==> config.mk <==
export PLATFORM = sky130hd
export DESIGN_NAME = lab8_control_fsm
export DESIGN_NICKNAME = d
export VERILOG_FILES = /design/src/rtl/lab8_ctrl_pkg.sv /design/src/rtl/lab8_alu_decode.sv /design/src/rtl/lab8_control_fsm.sv
export SDC_FILE = /design/constraint.sdc
export NUM_CORES = 1
export LEC_CHECK = 0
export CAP_MARGIN = 15
export CORE_MARGIN = 2
export CORE_UTILIZATION = 45
export CTS_CLUSTER_DIAMETER = 60
export DETAILED_ROUTE_END_ITERATION = 16
export PLACE_DENSITY = 0.78
export REMOVE_ABC_BUFFERS = 1
export SLEW_MARGIN = 20
export SYNTH_ARGS = -nofsm -noshare
export SYNTH_HDL_FRONTEND = slang
export SYNTH_SLANG_ARGS = --single-unit
==> constraint.sdc <==
create_clock -name clk -period 6.1 [get_ports clk]
set_input_delay 0.915 -clock clk [delete_from_list [all_inputs] [get_ports clk]]
set_output_delay 0.915 -clock clk [all_outputs]
set_load 0.005 [all_outputs]
==> src/rtl/lab8_ctrl_pkg.sv <==
// Shared constants for the Lab8CA control sequencer.
// Latency: n/a (package only).
// Backpressure: n/a (package only).
//
// Holds the instruction opcode/funct encodings, the ALU_operation codes
// driven into the datapath, and the sequencer state encoding.
package lab8_ctrl_pkg;

    // Sequencer states
    typedef enum logic [2:0] {
        ST_IDLE   = 3'd0,
        ST_FETCH  = 3'd1,
        ST_DECODE = 3'd2,
        ST_EXEC   = 3'd3,
        ST_MEM    = 3'd4,
        ST_WB     = 3'd5,
        ST_HALT   = 3'd6
    } state_e;

    // Opcodes, IR[31:26]
    localparam logic [5:0] OP_RTYPE = 6'b000000;
    localparam logic [5:0] OP_LW    = 6'b100011;
    localparam logic [5:0] OP_SW    = 6'b101011;
    localparam logic [5:0] OP_BEQ   = 6'b000100;
    localparam logic [5:0] OP_ADDI  = 6'b001000;
    localparam logic [5:0] OP_HALT  = 6'b111111;

    // R-type funct codes, IR[5:0]
    localparam logic [5:0] FN_AND = 6'b100100;
    localparam logic [5:0] FN_OR  = 6'b100101;
    localparam logic [5:0] FN_XOR = 6'b100110;
    localparam logic [5:0] FN_NOR = 6'b100111;
    localparam logic [5:0] FN_ADD = 6'b100000;
    localparam logic [5:0] FN_SUB = 6'b100010;
    localparam logic [5:0] FN_SLT = 6'b101010;
    localparam logic [5:0] FN_SLL = 6'b000000;
    localparam logic [5:0] FN_SRL = 6'b000010;

    // ALU_operation codes
    localparam logic [4:0] ALU_AND = 5'd0;
    localparam logic [4:0] ALU_OR  = 5'd1;
    localparam logic [4:0] ALU_XOR = 5'd2;
    localparam logic [4:0] ALU_NOR = 5'd3;
    localparam logic [4:0] ALU_ADD = 5'd4;
    localparam logic [4:0] ALU_SUB = 5'd5;
    localparam logic [4:0] ALU_SLT = 5'd6;
    localparam logic [4:0] ALU_SLL = 5'd7;
    localparam logic [4:0] ALU_SRL = 5'd8;

endpackage

==> src/rtl/lab8_alu_decode.sv <==
// R-type funct decoder: maps funct to an ALU_operation code plus a legal flag.
// Latency: purely combinational.
// Backpressure: none.
//
// Ports:
//   funct_i   R-type funct field IR[5:0]
//   alu_op_o  ALU_operation code for that funct (ALU_AND when illegal)
//   legal_o   1 when funct is one of the supported R-type operations
module lab8_alu_decode
    import lab8_ctrl_pkg::*;
(
    input  logic [5:0] funct_i,
    output logic [4:0] alu_op_o,
    output logic       legal_o
);

    always_comb begin
        alu_op_o = ALU_AND;
        legal_o  = 1'b1;
        case (funct_i)
            FN_AND:  alu_op_o = ALU_AND;
            FN_OR:   alu_op_o = ALU_OR;
            FN_XOR:  alu_op_o = ALU_XOR;
            FN_NOR:  alu_op_o = ALU_NOR;
            FN_ADD:  alu_op_o = ALU_ADD;
            FN_SUB:  alu_op_o = ALU_SUB;
            FN_SLT:  alu_op_o = ALU_SLT;
            FN_SLL:  alu_op_o = ALU_SLL;
            FN_SRL:  alu_op_o = ALU_SRL;
            default: legal_o  = 1'b0;
        endcase
    end

endmodule

==> src/rtl/lab8_control_fsm.sv <==
// Multi-cycle control sequencer (FETCH/DECODE/EXEC/MEM/WB) for the Lab8CA datapath.
// Latency: FETCH to next FETCH is 3 cycles (BEQ), 4 (R-type/ADDI/SW), 5 (LW).
// Backpressure: MEM stalls while mem_ready is low; each stalled cycle adds one.
//
// Ports:
//   clk, reset        rising-edge clock, synchronous active-high reset
//   instr             instruction-memory data, captured into IR on leaving FETCH
//   zero              ALU zero flag, decides the BEQ PC load in EXEC
//   mem_ready         data-memory access complete, only looked at in MEM
//   RegWrite, PCSrc, ALUSrc, ALU_operation, write, MemtoReg
//                     datapath controls
//   pc_write, ir_write  PC / IR load strobes
//   busy, halted, illegal, instr_count  status
module lab8_control_fsm
    import lab8_ctrl_pkg::*;
#(
    parameter int CNT_W = 16
) (
    input  logic             clk,
    input  logic             reset,
    input  logic [31:0]      instr,
    input  logic             zero,
    input  logic             mem_ready,
    output logic             RegWrite,
    output logic             PCSrc,
    output logic             ALUSrc,
    output logic [4:0]       ALU_operation,
    output logic             write,
    output logic             MemtoReg,
    output logic             pc_write,
    output logic             ir_write,
    output logic             busy,
    output logic             halted,
    output logic             illegal,
    output logic [CNT_W-1:0] instr_count
);

    state_e            state_q, state_d;
    logic [31:0]       ir_q;
    logic [CNT_W-1:0]  count_q;
    logic              illegal_q;

    logic              regwrite_q, pcsrc_q, alusrc_q, write_q, memtoreg_q;
    logic [4:0]        alu_op_q;
    logic              pc_write_q, ir_write_q, busy_q, halted_q;

    // Register/immediate fields belong to the datapath, not the sequencer.
    logic              ir_unused;
    assign ir_unused = ^ir_q[25:6];

    // ------------------------------------------------------------------
    // Instruction decode from the latched IR
    // ------------------------------------------------------------------
    logic [5:0] opcode;
    logic [4:0] rtype_alu_op;
    logic       funct_legal;
    logic       is_rtype, is_lw, is_sw, is_beq, is_addi, is_halt;
    logic       instr_legal;
    logic [4:0] exec_alu_op;
    logic       exec_alusrc;
    logic       retire;

    assign opcode = ir_q[31:26];

    lab8_alu_decode u_alu_decode (
        .funct_i  (ir_q[5:0]),
        .alu_op_o (rtype_alu_op),
        .legal_o  (funct_legal)
    );

    assign is_rtype = (opcode == OP_RTYPE);
    assign is_lw    = (opcode == OP_LW);
    assign is_sw    = (opcode == OP_SW);
    assign is_beq   = (opcode == OP_BEQ);
    assign is_addi  = (opcode == OP_ADDI);
    assign is_halt  = (opcode == OP_HALT);

    // An R-type opcode is only legal with a supported funct.
    assign instr_legal = (is_rtype && funct_legal) || is_lw || is_sw
                       || is_beq || is_addi || is_halt;

    assign exec_alu_op = is_rtype ? rtype_alu_op :
                         is_beq   ? ALU_SUB      : ALU_ADD;
    assign exec_alusrc = is_addi || is_lw || is_sw;

    // Transitions that complete an instruction back into FETCH.
    assign retire = (state_q == ST_WB)
                 || (state_q == ST_MEM  && is_sw && mem_ready)
                 || (state_q == ST_EXEC && is_beq);

    // ------------------------------------------------------------------
    // Next state
    // ------------------------------------------------------------------
    always_comb begin
        state_d = state_q;
        case (state_q)
            ST_IDLE:   state_d = ST_FETCH;
            ST_FETCH:  state_d = ST_DECODE;
            ST_DECODE: state_d = (is_halt || !instr_legal) ? ST_HALT : ST_EXEC;
            ST_EXEC: begin
                if (is_beq)              state_d = ST_FETCH;
                else if (is_lw || is_sw) state_d = ST_MEM;
                else                     state_d = ST_WB;
            end
            ST_MEM: begin
                if (mem_ready) state_d = is_sw ? ST_FETCH : ST_WB;
            end
            ST_WB:     state_d = ST_FETCH;
            ST_HALT:   state_d = ST_HALT;
            default:   state_d = ST_IDLE;
        endcase
    end

    // ------------------------------------------------------------------
    // State, IR, status and registered outputs. Outputs are computed from
    // the state being entered so they are valid for the whole of that state.
    // ------------------------------------------------------------------
    always_ff @(posedge clk) begin
        if (reset) begin
            state_q    <= ST_IDLE;
            ir_q       <= '0;
            count_q    <= '0;
            illegal_q  <= 1'b0;
            regwrite_q <= 1'b0;
            pcsrc_q    <= 1'b0;
            alusrc_q   <= 1'b0;
            alu_op_q   <= '0;
            write_q    <= 1'b0;
            memtoreg_q <= 1'b0;
            pc_write_q <= 1'b0;
            ir_write_q <= 1'b0;
            busy_q     <= 1'b0;
            halted_q   <= 1'b0;
        end else begin
            state_q <= state_d;

            if (state_q == ST_FETCH) ir_q <= instr;
            if (state_q == ST_DECODE && !instr_legal) illegal_q <= 1'b1;
            if (retire) count_q <= count_q + CNT_W'(1);

            ir_write_q <= (state_d == ST_FETCH);
            pc_write_q <= (state_d == ST_FETCH);
            pcsrc_q    <= (state_d == ST_EXEC) && is_beq;
            write_q    <= (state_d == ST_MEM)  && is_sw;
            memtoreg_q <= (state_d == ST_MEM || state_d == ST_WB) && is_lw;
            regwrite_q <= (state_d == ST_WB);
            busy_q     <= (state_d != ST_IDLE) && (state_d != ST_HALT);
            halted_q   <= (state_d == ST_HALT);

            // ALU controls hold their EXEC value through MEM and WB.
            if (state_d == ST_EXEC || state_d == ST_MEM || state_d == ST_WB) begin
                alu_op_q <= exec_alu_op;
                alusrc_q <= exec_alusrc;
            end else begin
                alu_op_q <= '0;
                alusrc_q <= 1'b0;
            end
        end
    end

    assign RegWrite      = regwrite_q;
    assign PCSrc         = pcsrc_q;
    assign ALUSrc        = alusrc_q;
    assign ALU_operation = alu_op_q;
    assign write         = write_q;
    assign MemtoReg      = memtoreg_q;
    // The BEQ PC load follows zero combinationally while in EXEC.
    assign pc_write      = pc_write_q || (state_q == ST_EXEC && is_beq && zero);
    assign ir_write      = ir_write_q;
    assign busy          = busy_q;
    assign halted        = halted_q;
    assign illegal       = illegal_q;
    assign instr_count   = count_q;

endmodule

==> results.md, run 1 <==
* Htree depth at 2
* Slew margin rel. at about two fifths
* Total CTS buffers at 5
* Worst clock skew at between 0.007 and 0.008 ns
* Hold Buf Count CTS at 0
* IO Port Bufs at 45
* All-Layer GR Usage at between 10% and 20%
* Final nets at 319
* Most common cell in the netlist: dfxtp_1
* Critical path depth at 4
* Die H at 71.1 um
* PwrDens at 364 nW/um2
* CTS clk-pin slew, worst paths at 0.08 ns
* Minimum clock period at 3.10 ns
* Vias in the first global route at between 1500 and 2000
* Async SR Flop Fraction at 0%
* Slew @ Worst Pin at ~0.87 ns
* IR drop worst, VDD at ~180 uV
* Synth cell count leaders: dfxtp_1, nand2_1, a21oi_1
* Buf/Inv on CP at 1
* Antenna violations before repair at 0
* Final setup vio count at 0
* Status: finished, final reports clean
* Max incr delay on CP at 0.61 ns
* CP Class: flop to output pin
* Pins Over Slew Limit at 0
* # IOs at 67
* Worst hold stages at 2
* Largest net degree at the start of global routing at 42
* Wire length of the first global-routing pass at 7470 um
* Cell Rows at 24
* Post-synth top flop: dfxtp_1
* Critical path's slowest cell: or4_4
* Full die area at 5060 um2
* Clk root buf: clkbuf_8
* CTS Buffer Depth at 2
* Die width at between 70 and 80 um
* Drt total wl at ~4200 um
* Post-synth EDFFs at 0
* CP Capture Type: output pin
* Inst Count DP at 327
* FF-to-FF setup slack at approximately 3.8 ns
* Maxcap violations at 0
* Congestion Overflow GR at 0
* Tcrit/Tclk final at about half
* Worst Hold Class: flop to flop
* Library cells used by synthesis at 50
* CTS tree: done
* RSZ-0062 raised after global routing: false
* DR iter-0 viols at between 90 and 100
* Crit path DAT at between 2 and 2.5 ns
* Final core occ at between 50% and 60%
* Yosys top cell area share at about 43%
* Final GP Congestion at a little under 0.9
* CP cell instances: or4_4 > nor3_4 > a21o_1 > clkdlybuf4s50_1
* Startpoint Class: flop
* Final Instance Count excl. Fillers at ~340
* Pleak at 0.875 nW
* DR DRC count at 0
* Sink Count at 44
* Seq/Total Area, Yosys at a little over two fifths
* Max Clock Freq at roughly 320 MHz
* Via count at 1847
* Dpl hpwl at approximately 3000 um
* Seq cells post-synth at 44
* Wire length per cell at about 13 um
* # diodes at 0
* Via density at around 5.5
* Synth Instances at about 250
* Syn avg cell area at roughly 8.3 um2
* Layout cells sized above 1 at around 6.4%
* Antenna Nets Post-Route at 0
* Area Growth Syn to Fin at 28.0%
* CP required at approximately 5.2 ns
* Clk_lat worst skew at about 0.3 ns
* Ranking of synthesized cells by area: dfxtp_1, a21oi_1, nand2_1
* Post-CTS Resized at 0
* YS warnings at 0
* Starting Density at a little under half
* Final hold violations at 0
* Critical-path maximum fanout at 8
* CP delay by family, top: simple AND/OR/NAND/NOR gates
* CORE AREA at 4350 um2
* TNS Setup at 0 ns
* Cell taking the most area after synthesis: dfxtp_1
* Mapped Area at 2030 um2
* Postcts setup bufs at 0
* Drt pass-1 iters at 4
* R2R depth at 5
sequential cells by signal, summed over array words and instances, names as in the netlist:
register,cells
ALUSrc,1
ALU_operation,4
MemtoReg,1
PCSrc,1
RegWrite,1
busy,1
halted,1
illegal,1
instr_count,16
ir_q,12
ir_write,1
state_q,3
write,1
cells by family (layout without fill, tap and decap cells):
group                    count (synthesis)  in the layout  share of synthesized area [%]
buffers and inverters                   20             58                           4.75
other                                    1              1                          0.185
AO/OA/AOI/OAI                           65             65                           20.3
adder cells (fa/ha/maj)                  1              1                          0.617
multiplexers                             1              1                          0.494
flip-flops                              44             44                           43.4
XOR/XNOR                                 4              4                           1.73
AND/OR/NAND/NOR                        109            109                           28.5
power by group:
| group | switching, mW | leakage (nW) | internal, mW |
|---|---|---|---|
| registers | 0.0588 | 0.357 | 0.332 |
| logic | 0.168 | 0.454 | 0.147 |
| clock network | 0.0951 | 0.0645 | 0.144 |
| total | 0.321 | 0.875 | 0.624 |
layout make-up:
class                   instances  area (um2)
clock buffers                   7        96.3
clock inverters                 1        30.0
fillers                       406        1760
inverters                       4        15.0
multi-input cells             181        1050
flip-flops and latches         44         881
well taps                      52        65.1
repair buffers                 46         458
worst register-to-register path: stages, from the launching register on:
cell,delay (ns)
dfxtp_1,0.40
or4_4,0.61
nor4_2,0.32
a2bb2oi_1,0.24
o21ba_2,0.31
nor4b_1,0.30
metal layers:
metal | global-route usage [%] | vias up | share of wire [%]
met1 | 21.5 | 846 | 45
met3 | 3.85 | 4 | 4.5
met5 | 0 | - | 0
met4 | 6.29 | 0 | 0.95
met2 | 31.9 | 42 | 49
li1 | - | 955 | -
path summary, 6_finish.rpt:
path / end / from
setup / recovery: pc_write / ir_q[29]
hold / removal: instr_count[15] / instr_count[15]
setup reg to reg: ALU_operation[1] / ir_q[29]
hold reg to reg: instr_count[15] / instr_count[15]
cells in the final DEF, fill, tap and decap left out, types with 3 or more instances in the layout:
master           Yosys  routed
nor3_1               6       6
a21oi_1             31      31
nand2_1             34      34
clkbuf_8             0       7
inv_1                4       4
or4_1                6       6
nor2_1              15      15
nor4_1               4       4
o31ai_1              7       7
clkdlybuf4s50_1      0      45
nand4_1              3       3
nand3_1             12      12
or3_1                8       8
dfxtp_1             44      44
nand2b_1             5       5
o21ai_0              9       9
metrics by stage:
step / hold slack (ns) / power (mW) / setup WS [ns] / area (um2)
final: 0.484 / 0.945 / 3.00 / 2600
after global routing: 0.497 / 1.01 / 2.89 / 2600
after CTS: 0.490 / 0.953 / 2.98 / 2600
after detailed placement: 0.478 / 0.712 / 3.23 / 2470
after global placement: 0.462 / 0.704 / 3.23 / 2470
after floorplan: 0.455 / 0.607 / 3.90 / 1950
(Power assumes the default switching activity.)
==> run 2: changes to the inputs <==
Settings changed: CORE_UTILIZATION 45 to 41, PLACE_DENSITY 0.78 to 0.75.
Clock period 6.1 ns to 2.72 ns, I/O delays scaled along.
==> run 2 against run 1 <==
Clock skew fell by 0.0024 ns; core utilization fell by 4.5 points; setup slack got worse by 2.8 ns; critical path type unchanged; critical endpoint unchanged.
==> results.md, run 2 (synthesis gave the netlist of run 1 again) <==
* CP delay by family, top: simple AND/OR/NAND/NOR gates
* CORE AREA at approximately 4800 um2
* Max incr delay on CP at approximately 0.57 ns
* Post-CTS Resized at 0
* Startpoint Class: flop
* Status: finished, final reports clean
* Die H at about 74 um
* Final nets at ~320
* Worst Hold Class: flop to flop
* Drt total wl at roughly 4300 um
* All-Layer GR Usage at between 10% and 20%
* Via count at roughly 1900
* Congestion Overflow GR at 0
* CTS Buffer Depth at 2
* DR iter-0 viols at between 70 and 80
* Wire length per cell at around 12 um
* Antenna violations before repair at 0
* Slew margin rel. at 44.4%
* CP Class: flop to output pin
* Largest net degree at the start of global routing at 24
* # diodes at 0
* Tcrit/Tclk final at between 90% and 100%
* Full die area at 5530 um2
* Max Clock Freq at around 400 MHz
* Clk root buf: clkbuf_8
* Sw Pwr at between 0.7 and 0.8 mW
* Htree depth at 2
* CP required at around 2.3 ns
* Final hold violations at 0
* Comb pwr share at between 30% and 40%
* IR drop worst, VDD at 400 uV
* Area Growth Syn to Fin at 29.1%
* TNS Setup at 0 ns
* Die width at roughly 74 um
* Total CTS buffers at 5
* Filler Cells Inserted at between 400 and 500
* Pleak at just under 0.9 nW
* Via density at 5.33
* Net Sw Frac at between 30% and 40%
* CP cell instances: or4_4 > nor3_4 > a21o_1 > clkdlybuf4s50_1
* CTS tree: done
* Sink Count at between 40 and 50
* IO Port Bufs at between 40 and 50
* Cell Rows at 25
* RSZ-0062 raised after global routing: false
* Final setup vio count at 0
* Postcts setup bufs at 0
* Antenna Nets Post-Route at 0
* # IOs at 67
* Vias in the first global route at about 1600
* Final WS setup at about 0.2 ns
* Wire length of the first global-routing pass at between 6000 and 7000 um
* Critical-path maximum fanout at 6
* Critical path's slowest cell: or4_4
* Hold path startpoint: instr_count[15]
* Dpl hpwl at a little over 3000 um
* PwrDens at approximately 800 nW/um2
* Worst clock skew at slightly above 0.005 ns
* Maxcap violations at 0
* Minimum clock period at 2.52 ns
* Crit path DAT at 2.11 ns
* Drt pass-1 iters at 4
* Hold Buf Count CTS at 0
* Launching point of the worst reg2reg path: ir_q[28]
* Power share of the sequential group at a little over two fifths
* Slew @ Worst Pin at roughly 0.83 ns
* CP Capture Type: output pin
* Pins Over Slew Limit at 0
* Clk_lat worst skew at 0.29 ns
* DR DRC count at 0
* Leading cell type in the layout, fill and taps excluded: clkdlybuf4s50_1
* Clock power frac at between 20% and 30%
* Max FFs per register at 16
* Cell-internal power at ~1.4 mW
* Most frequent cells in the layout: clkdlybuf4s50_1, dfxtp_1, nand2_1
* Final GP Congestion at roughly 0.90
* CTS clk-pin slew, worst paths at 0.08 ns
* Worst Setup SP: ir_q[30]
* Layout cells sized above 1 at roughly 7.0%
* Place WS at ~0.39 ns
* Starting Density at a little over two fifths
* FF-to-FF setup slack at ~0.47 ns
* Buf/Inv on CP at 1
run 2: changes by cell type in the layout (fill, tap and decap cells not counted):
cell,previous run,this run
buf_4,1,4
clkbuf_1,0,1
clkbuf_8,7,5
clkinv_2,0,1
run 2: path summary, 6_finish.rpt:
check,to,depth (start not counted)
worst max-delay path,pc_write,4
worst min-delay path,instr_count[15],2
worst max register to register,instr_count[1],5
worst min register to register,instr_count[15],2
run 2: routing by layer:
layer | vias to the layer above | track usage (%) | part of all wire, %
li1 | 964 | - | -
met1 | 861 | 20.9 | 46
met5 | - | 0 | 0
met3 | 6 | 4.07 | 5.2
met2 | 52 | 25.2 | 48
met4 | 0 | 4.76 | 0.89
run 2: stage by stage:
step           cells  hold slack [ns]  cell area [um2]  power, mW  util [%]
6_report         353            0.477             2620       2.09      55.1
5_1_grt          353            0.514             2620       2.24      55.1
4_1_cts          353            0.482             2620       2.11      55.1
3_5_place_dp     345            0.461             2510       1.62      52.8
3_3_place_gp     345            0.461             2510       1.60      52.8
2_1_floorplan    229            0.455             1950       1.36         -
run 2: worst register-to-register path: stages (launching register included):
cell	delay [ns]
dfxtp_1	0.51
and4bb_2	0.31
a41o_1	0.30
a31oi_2	0.71
mux2i_1	0.26
nor2_1	0.05
run 2: layout make-up:
type | instances | area (um2) | area share (%)
multi-input combinational | 181 | 1050 | 40.1
sequential | 44 | 881 | 33.6
timing repair buffer | 49 | 480 | 18.3
tap | 67 | 83.8 | 3.20
clock buffer | 6 | 72.6 | 2.77
clock inverter | 2 | 35.0 | 1.34
inverter | 4 | 15.0 | 0.573
run 2: power by group through the flow:
stage / combinational, mW / sequential, mW / clock [mW]
final: 0.738 / 0.870 / 0.485
after global routing: 0.826 / 0.894 / 0.521
after CTS: 0.742 / 0.870 / 0.499
after detailed placement: 0.739 / 0.885 / 0
after global placement: 0.723 / 0.881 / 0
after floorplan: 0.497 / 0.864 / 0
